==> config.mk <==
export PLATFORM = sky130hd
export DESIGN_NAME = pipe_hazard_ctrl_flat
export DESIGN_NICKNAME = d
export VERILOG_FILES = /design/src/rtl/pipe_hazard_ctrl_pkg.sv /design/src/rtl/pipe_hazard_ctrl_if.sv /design/src/rtl/pipe_hazard_ctrl_hz_match.sv /design/src/rtl/pipe_hazard_ctrl.sv /design/src/flat_wrapper.sv
export SDC_FILE = /design/constraint.sdc
export NUM_CORES = 1
export LEC_CHECK = 0
export CAP_MARGIN = 30
export CORE_MARGIN = 1.5
export CORE_UTILIZATION = 50
export DETAILED_ROUTE_END_ITERATION = 6
export HOLD_SLACK_MARGIN = 0.06
export PLACE_DENSITY_LB_ADDON = 0.08
export SLEW_MARGIN = 15
export SYNTH_ARGS = -nofsm -noshare
export SYNTH_HDL_FRONTEND = slang
export SYNTH_HIERARCHICAL = 1
export SYNTH_SLANG_ARGS = --single-unit
==> constraint.sdc <==
create_clock -name clk_i -period 4.2 [get_ports clk_i]
set_input_delay 0.84 -clock clk_i [delete_from_list [all_inputs] [get_ports clk_i]]
set_output_delay 0.84 -clock clk_i [all_outputs]
set_load 0.01 [all_outputs]
==> src/rtl/pipe_hazard_ctrl_pkg.sv <==
// Shared types for the pipeline hazard controller.
//   fwd_sel_e   : EX operand source select (register file, WB result, MEM result)
//   stage_rec_t : one in-flight instruction as seen by hazard detection
//   fwd_pick    : priority select between a MEM and a WB producer
package pipe_hazard_ctrl_pkg;

    // Records carry a register address of this width. Narrower addresses are
    // zero-extended into it, so any RA_W up to this value is supported.
    localparam int REC_RA_W = 8;

    typedef enum logic [1:0] {
        FWD_REG = 2'd0,
        FWD_WB  = 2'd1,
        FWD_MEM = 2'd2
    } fwd_sel_e;

    typedef struct packed {
        logic                valid;
        logic [REC_RA_W-1:0] rd;
        logic                regwrite;
        logic                memread;
    } stage_rec_t;

    localparam stage_rec_t REC_EMPTY = '0;

    // MEM holds the younger producer, so it wins over WB.
    function automatic fwd_sel_e fwd_pick(input logic mem_hit, input logic wb_hit);
        if (mem_hit) begin
            return FWD_MEM;
        end else if (wb_hit) begin
            return FWD_WB;
        end
        return FWD_REG;
    endfunction

endpackage

==> src/rtl/pipe_hazard_ctrl_if.sv <==
// Bundle between the pipeline datapath and the hazard controller.
//   master : pipeline side, drives the ID-stage fields and dmem_ready_i
//   slave  : hazard controller, drives the pipeline control outputs
//
// Handshake: id_valid_i qualifies every other id_* field; the ID slot is
// consumed on a cycle where id_valid_i=1 and pc_write_o=1 (no stall, no hold).
// dmem_ready_i is the completion strobe for the access held in MEM: while a
// load sits in MEM with dmem_ready_i=0 the back end is frozen, and the load
// retires from MEM on the first clock edge that sees dmem_ready_i=1.
interface pipe_hazard_ctrl_if #(
    parameter int RA_W  = 5,
    parameter int CNT_W = 32
);
    logic            id_valid_i;
    logic [RA_W-1:0] id_rs1_i;
    logic [RA_W-1:0] id_rs2_i;
    logic            id_rs1_used_i;
    logic            id_rs2_used_i;
    logic [RA_W-1:0] id_rd_i;
    logic            id_regwrite_i;
    logic            id_memread_i;
    logic            id_branch_i;
    logic            id_taken_i;
    logic            dmem_ready_i;

    logic             pc_write_o;
    logic             ifid_write_o;
    logic             ifid_flush_o;
    logic             idex_bubble_o;
    logic             pipe_hold_o;
    logic [1:0]       fwd_a_o;
    logic [1:0]       fwd_b_o;
    logic             fwd_br_a_o;
    logic             fwd_br_b_o;
    logic [CNT_W-1:0] stall_cnt_o;
    logic [CNT_W-1:0] flush_cnt_o;

    modport master (
        output id_valid_i, id_rs1_i, id_rs2_i, id_rs1_used_i, id_rs2_used_i,
               id_rd_i, id_regwrite_i, id_memread_i, id_branch_i, id_taken_i,
               dmem_ready_i,
        input  pc_write_o, ifid_write_o, ifid_flush_o, idex_bubble_o, pipe_hold_o,
               fwd_a_o, fwd_b_o, fwd_br_a_o, fwd_br_b_o, stall_cnt_o, flush_cnt_o
    );

    modport slave (
        input  id_valid_i, id_rs1_i, id_rs2_i, id_rs1_used_i, id_rs2_used_i,
               id_rd_i, id_regwrite_i, id_memread_i, id_branch_i, id_taken_i,
               dmem_ready_i,
        output pc_write_o, ifid_write_o, ifid_flush_o, idex_bubble_o, pipe_hold_o,
               fwd_a_o, fwd_b_o, fwd_br_a_o, fwd_br_b_o, stall_cnt_o, flush_cnt_o
    );

endinterface

==> src/rtl/pipe_hazard_ctrl_hz_match.sv <==
// hz_match: does one source register depend on one in-flight record?
//   i_src   : source register address
//   i_rec   : stage record (valid, rd, regwrite, memread)
//   o_match : record is valid, writes a register, rd is not x0, rd == i_src
module hz_match
    import pipe_hazard_ctrl_pkg::*;
#(
    parameter int RA_W = 5
) (
    input  logic [RA_W-1:0] i_src,
    input  stage_rec_t      i_rec,
    output logic            o_match
);

    logic [REC_RA_W-1:0] w_src;

    assign w_src   = REC_RA_W'(i_src);
    // x0 is hard-wired zero, so a write to it never creates a dependency.
    assign o_match = i_rec.valid & i_rec.regwrite & (i_rec.rd != '0) & (i_rec.rd == w_src);

endmodule

==> src/rtl/pipe_hazard_ctrl.sv <==
// pipe_hazard_ctrl: stall / flush / forwarding control for a 5-stage pipeline.
// Tracks EX, MEM and WB as records and derives all controls combinationally.
//   clk_i, rst_n_i : clock, asynchronous active-low reset
//   hz (slave)     : ID fields + dmem_ready_i in; pc_write_o, ifid_write_o,
//                    ifid_flush_o, idex_bubble_o, pipe_hold_o, fwd_a/b_o,
//                    fwd_br_a/b_o, stall_cnt_o, flush_cnt_o out
// FWD_EN=1 forwards from MEM/WB; FWD_EN=0 interlocks on every dependency.
module pipe_hazard_ctrl
    import pipe_hazard_ctrl_pkg::*;
#(
    parameter int RA_W   = 5,
    parameter int FWD_EN = 1,
    parameter int CNT_W  = 32
) (
    input  logic              clk_i,
    input  logic              rst_n_i,
    pipe_hazard_ctrl_if.slave hz
);

    localparam bit C_FWD = (FWD_EN != 0);

    stage_rec_t       r_ex, r_mem, r_wb;
    logic [RA_W-1:0]  r_ex_src  [2];
    logic             r_ex_used [2];
    logic [CNT_W-1:0] r_stall_cnt, r_flush_cnt;

    stage_rec_t      w_recs    [3];
    logic [RA_W-1:0] w_id_src  [2];
    logic            w_id_used [2];
    logic            w_id_m    [2][3];  // [ID source][EX, MEM, WB]
    logic            w_ex_m_mem[2];
    logic            w_ex_m_wb [2];

    assign w_recs[0]    = r_ex;
    assign w_recs[1]    = r_mem;
    assign w_recs[2]    = r_wb;
    assign w_id_src[0]  = hz.id_rs1_i;
    assign w_id_src[1]  = hz.id_rs2_i;
    assign w_id_used[0] = hz.id_rs1_used_i;
    assign w_id_used[1] = hz.id_rs2_used_i;

    for (genvar s = 0; s < 2; s++) begin : g_src
        for (genvar k = 0; k < 3; k++) begin : g_rec
            hz_match #(.RA_W(RA_W)) u_id_match (
                .i_src(w_id_src[s]), .i_rec(w_recs[k]), .o_match(w_id_m[s][k])
            );
        end
        hz_match #(.RA_W(RA_W)) u_ex_mem_match (
            .i_src(r_ex_src[s]), .i_rec(r_mem), .o_match(w_ex_m_mem[s])
        );
        hz_match #(.RA_W(RA_W)) u_ex_wb_match (
            .i_src(r_ex_src[s]), .i_rec(r_wb), .o_match(w_ex_m_wb[s])
        );
    end

    logic w_hold, w_stall_raw, w_stall, w_flush;

    // A load waiting in MEM freezes the whole back end.
    assign w_hold = r_mem.valid & r_mem.memread & ~hz.dmem_ready_i;

    always_comb begin
        w_stall_raw = 1'b0;
        for (int s = 0; s < 2; s++) begin
            if (hz.id_valid_i && w_id_used[s]) begin
                if (C_FWD) begin
                    // Load data exists only after MEM, one cycle too late for EX.
                    if (w_id_m[s][0] && r_ex.memread) begin
                        w_stall_raw = 1'b1;
                    end
                    // Branches compare in ID: only a settled ALU result in MEM
                    // can be forwarded there.
                    if (hz.id_branch_i && (w_id_m[s][0] || (w_id_m[s][1] && r_mem.memread))) begin
                        w_stall_raw = 1'b1;
                    end
                end else if (w_id_m[s][0] || w_id_m[s][1] || w_id_m[s][2]) begin
                    w_stall_raw = 1'b1;
                end
            end
        end
    end

    assign w_stall = w_stall_raw & ~w_hold;
    assign w_flush = hz.id_valid_i & hz.id_branch_i & hz.id_taken_i & ~w_stall & ~w_hold;

    fwd_sel_e w_fwd_a, w_fwd_b;
    logic     w_br_a, w_br_b;

    always_comb begin
        w_fwd_a = FWD_REG;
        w_fwd_b = FWD_REG;
        w_br_a  = 1'b0;
        w_br_b  = 1'b0;
        if (C_FWD) begin
            w_fwd_a = fwd_pick(r_ex_used[0] & w_ex_m_mem[0], r_ex_used[0] & w_ex_m_wb[0]);
            w_fwd_b = fwd_pick(r_ex_used[1] & w_ex_m_mem[1], r_ex_used[1] & w_ex_m_wb[1]);
            w_br_a  = w_id_m[0][1] & ~r_mem.memread;
            w_br_b  = w_id_m[1][1] & ~r_mem.memread;
        end
    end

    assign hz.pc_write_o    = ~(w_stall | w_hold);
    assign hz.ifid_write_o  = ~(w_stall | w_hold);
    assign hz.ifid_flush_o  = w_flush;
    assign hz.idex_bubble_o = w_stall;
    assign hz.pipe_hold_o   = w_hold;
    assign hz.fwd_a_o       = w_fwd_a;
    assign hz.fwd_b_o       = w_fwd_b;
    assign hz.fwd_br_a_o    = w_br_a;
    assign hz.fwd_br_b_o    = w_br_b;
    assign hz.stall_cnt_o   = r_stall_cnt;
    assign hz.flush_cnt_o   = r_flush_cnt;

    always_ff @(posedge clk_i or negedge rst_n_i) begin
        if (!rst_n_i) begin
            r_ex         <= REC_EMPTY;
            r_mem        <= REC_EMPTY;
            r_wb         <= REC_EMPTY;
            r_ex_src[0]  <= '0;
            r_ex_src[1]  <= '0;
            r_ex_used[0] <= 1'b0;
            r_ex_used[1] <= 1'b0;
            r_stall_cnt  <= '0;
            r_flush_cnt  <= '0;
        end else begin
            if (!w_hold) begin
                r_wb  <= r_mem;
                r_mem <= r_ex;
                if (hz.id_valid_i && !w_stall) begin
                    r_ex         <= '{valid: 1'b1, rd: REC_RA_W'(hz.id_rd_i),
                                      regwrite: hz.id_regwrite_i, memread: hz.id_memread_i};
                    r_ex_src[0]  <= hz.id_rs1_i;
                    r_ex_src[1]  <= hz.id_rs2_i;
                    r_ex_used[0] <= hz.id_rs1_used_i;
                    r_ex_used[1] <= hz.id_rs2_used_i;
                end else begin
                    // Bubble: no sources read, so it never asks for forwarding.
                    r_ex         <= REC_EMPTY;
                    r_ex_src[0]  <= '0;
                    r_ex_src[1]  <= '0;
                    r_ex_used[0] <= 1'b0;
                    r_ex_used[1] <= 1'b0;
                end
            end
            if ((w_stall || w_hold) && (r_stall_cnt != '1)) begin
                r_stall_cnt <= r_stall_cnt + CNT_W'(1);
            end
            if (w_flush && (r_flush_cnt != '1)) begin
                r_flush_cnt <= r_flush_cnt + CNT_W'(1);
            end
        end
    end

endmodule

==> src/flat_wrapper.sv <==
// flat-port wrapper written by rule: the top's interface ports become plain ports
module pipe_hazard_ctrl_flat import pipe_hazard_ctrl_pkg::*;
#(
    parameter int RA_W   = 5,
    parameter int FWD_EN = 1,
    parameter int CNT_W  = 32
)
  (clk_i, rst_n_i, hz_id_valid_i, hz_id_rs1_i, hz_id_rs2_i, hz_id_rs1_used_i, hz_id_rs2_used_i, hz_id_rd_i, hz_id_regwrite_i, hz_id_memread_i, hz_id_branch_i, hz_id_taken_i, hz_dmem_ready_i, hz_pc_write_o, hz_ifid_write_o, hz_ifid_flush_o, hz_idex_bubble_o, hz_pipe_hold_o, hz_fwd_a_o, hz_fwd_b_o, hz_fwd_br_a_o, hz_fwd_br_b_o, hz_stall_cnt_o, hz_flush_cnt_o);
  pipe_hazard_ctrl_if #(.RA_W(RA_W), .CNT_W(CNT_W)) hz_i ();
  input  logic clk_i;
  input  logic rst_n_i;
  input wire logic [$bits(hz_i.id_valid_i)-1:0] hz_id_valid_i;
  input wire logic [$bits(hz_i.id_rs1_i)-1:0] hz_id_rs1_i;
  input wire logic [$bits(hz_i.id_rs2_i)-1:0] hz_id_rs2_i;
  input wire logic [$bits(hz_i.id_rs1_used_i)-1:0] hz_id_rs1_used_i;
  input wire logic [$bits(hz_i.id_rs2_used_i)-1:0] hz_id_rs2_used_i;
  input wire logic [$bits(hz_i.id_rd_i)-1:0] hz_id_rd_i;
  input wire logic [$bits(hz_i.id_regwrite_i)-1:0] hz_id_regwrite_i;
  input wire logic [$bits(hz_i.id_memread_i)-1:0] hz_id_memread_i;
  input wire logic [$bits(hz_i.id_branch_i)-1:0] hz_id_branch_i;
  input wire logic [$bits(hz_i.id_taken_i)-1:0] hz_id_taken_i;
  input wire logic [$bits(hz_i.dmem_ready_i)-1:0] hz_dmem_ready_i;
  output wire logic [$bits(hz_i.pc_write_o)-1:0] hz_pc_write_o;
  output wire logic [$bits(hz_i.ifid_write_o)-1:0] hz_ifid_write_o;
  output wire logic [$bits(hz_i.ifid_flush_o)-1:0] hz_ifid_flush_o;
  output wire logic [$bits(hz_i.idex_bubble_o)-1:0] hz_idex_bubble_o;
  output wire logic [$bits(hz_i.pipe_hold_o)-1:0] hz_pipe_hold_o;
  output wire logic [$bits(hz_i.fwd_a_o)-1:0] hz_fwd_a_o;
  output wire logic [$bits(hz_i.fwd_b_o)-1:0] hz_fwd_b_o;
  output wire logic [$bits(hz_i.fwd_br_a_o)-1:0] hz_fwd_br_a_o;
  output wire logic [$bits(hz_i.fwd_br_b_o)-1:0] hz_fwd_br_b_o;
  output wire logic [$bits(hz_i.stall_cnt_o)-1:0] hz_stall_cnt_o;
  output wire logic [$bits(hz_i.flush_cnt_o)-1:0] hz_flush_cnt_o;
  assign hz_i.id_valid_i = hz_id_valid_i;
  assign hz_i.id_rs1_i = hz_id_rs1_i;
  assign hz_i.id_rs2_i = hz_id_rs2_i;
  assign hz_i.id_rs1_used_i = hz_id_rs1_used_i;
  assign hz_i.id_rs2_used_i = hz_id_rs2_used_i;
  assign hz_i.id_rd_i = hz_id_rd_i;
  assign hz_i.id_regwrite_i = hz_id_regwrite_i;
  assign hz_i.id_memread_i = hz_id_memread_i;
  assign hz_i.id_branch_i = hz_id_branch_i;
  assign hz_i.id_taken_i = hz_id_taken_i;
  assign hz_i.dmem_ready_i = hz_dmem_ready_i;
  assign hz_pc_write_o = hz_i.pc_write_o;
  assign hz_ifid_write_o = hz_i.ifid_write_o;
  assign hz_ifid_flush_o = hz_i.ifid_flush_o;
  assign hz_idex_bubble_o = hz_i.idex_bubble_o;
  assign hz_pipe_hold_o = hz_i.pipe_hold_o;
  assign hz_fwd_a_o = hz_i.fwd_a_o;
  assign hz_fwd_b_o = hz_i.fwd_b_o;
  assign hz_fwd_br_a_o = hz_i.fwd_br_a_o;
  assign hz_fwd_br_b_o = hz_i.fwd_br_b_o;
  assign hz_stall_cnt_o = hz_i.stall_cnt_o;
  assign hz_flush_cnt_o = hz_i.flush_cnt_o;
  pipe_hazard_ctrl #(.RA_W(RA_W), .FWD_EN(FWD_EN), .CNT_W(CNT_W)) u_core (.clk_i(clk_i), .rst_n_i(rst_n_i), .hz(hz_i));
endmodule
Yosys cells after proc, flatten, opt, wreduce, memory -nomap -nowiden --
Cells that the tools add are included.
Word-level totals: bits in registers 108, input port bits 25, output and inout bits 75, logic and storage cells 99
Cells by class: add/subtract/negate cells 2, equality and inequality tests 10, muxes and demuxes 19, bitwise gates (word level) 33, reduce and logical (&&, ||, !) cells 18
Operators with widths (number):
- $add A32 B1 Y32 const B | 2
- $eq A8 B5 Y1 | 8
- $ne A32 B32 Y1 const B | 2
- $and A1 B1 Y1 | 27
- $reduce_bool A8 Y1 | 3
- $mux W2 | 7
- $logic_and A1 B1 Y1 | 11
- $mux W11 | 1
- $mux W1 | 10
- $mux W10 | 1
- $not A1 Y1 | 5
- $logic_or A1 B1 Y1 | 3
- $logic_not A1 Y1 | 1
- $or A1 B1 Y1 | 1

Depth between registers and ports, before layout --
word-level depth 16, mapped depth 10, mapped depth without buffers 9

Cells and area by module --
Netlist, hierarchy kept.
Modules (own cells, without submodules):
- pipe_hazard_ctrl | times used 1, cells an instance 386, area an instance 4490.6 um^2
- hz_match | times used 8, cells an instance 11, area an instance 91.3 um^2

Worst setup path after synthesis --
No wires, ideal clock.
kind in2out, from input port hz_id_rs1_i[1], to output port hz_pc_write_o, data arrival time 2.179 ns, slack 1.181 ns, stages 7, path through xnor2_1 > nand4_1 > a2111oi_1 > a22oi_1 > o221ai_2 > inv_2 > buf_4
RTL lines:
- from (decl) | RTL line flat_wrapper.sv:13 | input wire logic [$bits(hz_i.id_rs1_i)-1:0] hz_id_rs1_i;
- to (decl) | RTL line flat_wrapper.sv:23 | output wire logic [$bits(hz_i.pc_write_o)-1:0] hz_pc_write_o;

==> impl_metrics.tcl <==
set metrics [dict create \
    status "completed" \
    worstSkewPairLatency_ps 380 \
    cp_num_buf_inv 3 \
    slew_headroom_pct 38.6 \
    critical_path_depth 8 \
    drt_first_pass_iters 4 \
    htree_levels 3 \
    cts.reportedPaths.clkPinSlew_ps 90 \
    worstPathRequired_ps 3360 \
    synth_cells 472 \
    route.detailed.wl_per_inst_um 16.6 \
    critical_path.endpoint "hz_ifid_write_o" \
    largest_net_degree_at_the_start_of_global_routing 64 \
    drtAntennaViolNets 0 \
    post-dp-hpwl_mm 8.88 \
    static_leakage_nw 2.79 \
    rsz0062_at_grt "false" \
    grt.total_usage_pct 23.8 \
    initialDrtViolationCount 150 \
    worst_setup_path_start_kind "input port" \
    power_frac_clock_pct 27.1 \
    top_level_ports 100 \
    post-route-worst-setup-slack_ps 104 \
    grtUsageMet1_pct 30.8 \
    worstPathMaxFanout 3 \
    final_cell_mix "99 x sky130_fd_sc_hd__dfrtp_1, 97 x sky130_fd_sc_hd__clkdlybuf4s50_1, 63 x sky130_fd_sc_hd__xnor2_1" \
    vdd_drop_max_v 0.000410 \
    commonest_non_fill_non_tap_cell_in_the_layout "sky130_fd_sc_hd__dfrtp_1" \
    antenna_found_initial 0 \
    p_switching_w 0.000613 \
    syn_area_per_cell_um2 11.0 \
    numnets_final 639 \
    io_buffer_count 99 \
    via_per_inst 5.51 \
    layout.cells.non_filler 749 \
    timing.final.hold_violations 0 \
    cpMaxStageDelayCell "sky130_fd_sc_hd__clkdlybuf4s50_1" \
    final.period_utilization_pct 97.5 \
    wirelength_mm 12.5 \
    dr_total_vias 4128 \
    timing.critical_path.cells "clkdlybuf4s50_1, xnor2_1, nand4_1, a2111oi_2, a22oi_1, o221ai_2, inv_2, clkdlybuf4s50_1" \
    drv_slew 0 \
    period_minus_slack_ps 4100 \
    clock_tree_from_tritoncts "built" \
    dpl-instance-area_mm2 0.00651 \
    worst_path_dominant_cell_family "buffers and inverters" \
    global_route_hottest_layer "met2" \
    filler_cells 799 \
    worst_pin_slew_ps 915 \
    worst_setup_slack_for_register_to_register_paths_ps 850 \
    skew_ps 11.8 \
    setup_viol 0 \
    routabilityCongestion 0.843 \
    grt.met3_usage_pct 7.36 \
    worst_hold_path_type "reg -> reg" \
    synthToLayoutAreaGrowth_pct 29.5 \
    p_per_area_mw_per_mm2 313 \
    floorplan.initialDensity_pct 52.3 \
    fmaxAchievable_ghz 0.244 \
    critical_path.max_stage_delay_ps 520 \
    placement.setup.worst_slack_ps -67.2 \
    final_area_mm2 0.00672 \
    die_extent_in_x_um 105 \
    setup.worst_path.start "hz_id_rs1_i[1]" \
    worst_setup_path_end_kind "output port" \
    gr-usage-met2_pct 38.9 \
    synth-warning-count 6 \
    max-cap-violations 0 \
    grt_first_pass_wirelength_mm 20.6 \
    diodes 0 \
    crit-reg2reg-capture "u_core/hz.stall_cnt_o[26]" \
    clock_sinks 99 \
    netSwitchingFraction_pct 29.1 \
    die_height_um 105 \
    power.internal_w 0.00149 \
    critPathKind "in -> out" \
    drt_drc_violations_left 0 \
    timing.critical_path.arrival_ps 3260 \
    num_rows 36 \
    logic_pwr_share_pct 18.4 \
    critical-path-top-cell-by-count "sky130_fd_sc_hd__clkdlybuf4s50_1" \
    clock_tree.buffer_depth 2 \
    sequentialPowerShare_pct 54.5 \
    grt_overflow_total 0 \
    die_area_mm2 0.0110 \
    design.core.area_mm2 0.00991 \
    number_of_global_route_vias_before_repair 4091 \
    place.detailed.instances 734 \
    mappedNetlistArea_mm2 0.00519 \
    drive_gt1_share_pct 13.0 \
    root_buffer "sky130_fd_sc_hd__clkbuf_8" \
    finalPower_w 0.00210 \
    cts_made_buffers 9 \
    worstReg2RegStart "u_core/r_mem[2]" \
    reg2reg_depth 10 \
]
==> routing by layer <==
metal  wire, um  vias up
li1           -     1974
met1       5430     2037
met2       6120      104
met3        746       13
met4        167        0
met5          0        -
==> power by group through the flow <==
| stage | combinational, W | clock (W) | sequential (W) |
|---|---|---|---|
| 6_report | 0.000387 | 0.000570 | 0.00115 |
| 5_1_grt | 0.000423 | 0.000635 | 0.00116 |
| 4_1_cts | 0.000389 | 0.000593 | 0.00115 |
| 3_5_place_dp | 0.000385 | 0 | 0.00116 |
| 3_3_place_gp | 0.000376 | 0 | 0.00116 |
| 2_1_floorplan | 0.000183 | 0 | 0.00115 |
==> registers in the layout, summed over array words and instances, names as in the netlist <==
register and flops:
u_core/r_mem 8, u_core/hz.flush_cnt_o 32, u_core/r_ex 8, u_core/r_ex_src 10, u_core/hz.stall_cnt_o 32, u_core/r_wb 7
u_core/r_ex_used 2
==> stage by stage <==
step | hold WS [ps] | setup TNS, ps | util, %
2_1_floorplan | 452 | 0 | -
3_3_place_gp | 479 | 0 | 65.7
4_1_cts | 504 | 0 | 67.6
5_1_grt | 527 | 0 | 67.8
6_report | 504 | 0 | 67.8
3_5_place_dp | 485 | -77.8 | 65.7
==> worst reg2reg max path: stages (launching register included) <==
cell and delay (ps):
sky130_fd_sc_hd__dfrtp_1 720, sky130_fd_sc_hd__xnor2_2 180, sky130_fd_sc_hd__nand4_1 170, sky130_fd_sc_hd__a2111oi_2 460, sky130_fd_sc_hd__a22oi_1 190, sky130_fd_sc_hd__o221ai_2 310
sky130_fd_sc_hd__inv_2 110, sky130_fd_sc_hd__buf_4 160, sky130_fd_sc_hd__or3b_1 550, sky130_fd_sc_hd__nor3_2 230, sky130_fd_sc_hd__xor2_1 180
==> worst min path at each step <==
stage | startpoint | endpoint | slack [ps] | cells after the start
2_1_floorplan | u_core/r_ex[0] | u_core/r_mem[0] | 450 | 1
3_3_place_gp | u_core/r_ex[0] | u_core/r_mem[0] | 480 | 1
3_5_place_dp | u_core/hz.stall_cnt_o[31] | u_core/hz.stall_cnt_o[31] | 480 | 1
4_1_cts | u_core/hz.stall_cnt_o[30] | u_core/hz.stall_cnt_o[30] | 500 | 1
5_1_grt | u_core/hz.stall_cnt_o[30] | u_core/hz.stall_cnt_o[30] | 530 | 1
6_report | u_core/hz.stall_cnt_o[30] | u_core/hz.stall_cnt_o[30] | 500 | 1
==> cell type report <==
cell class | instances | area, um2 | share of cell area [%]
flip-flops and latches | 99 | 2480 | 36.9
clock buffers | 12 | 155 | 2.31
inverters | 8 | 30.0 | 0.447
clock inverters | 3 | 23.8 | 0.354
multi-input cells | 377 | 2740 | 40.7
repair buffers | 117 | 1130 | 16.8
well taps | 133 | 166 | 2.48
==> timing repair <==
item / 4_1_cts / 5_1_grt
hold buffers: 0 / 0
setup buffers: 0 / 0
gates resized for setup: 2 / 3
hold endpoints to repair: 0 / 0
endpoints found under the setup margin: 4 / 4
pin swaps: 0 / 2
(Power assumes the default switching activity.)
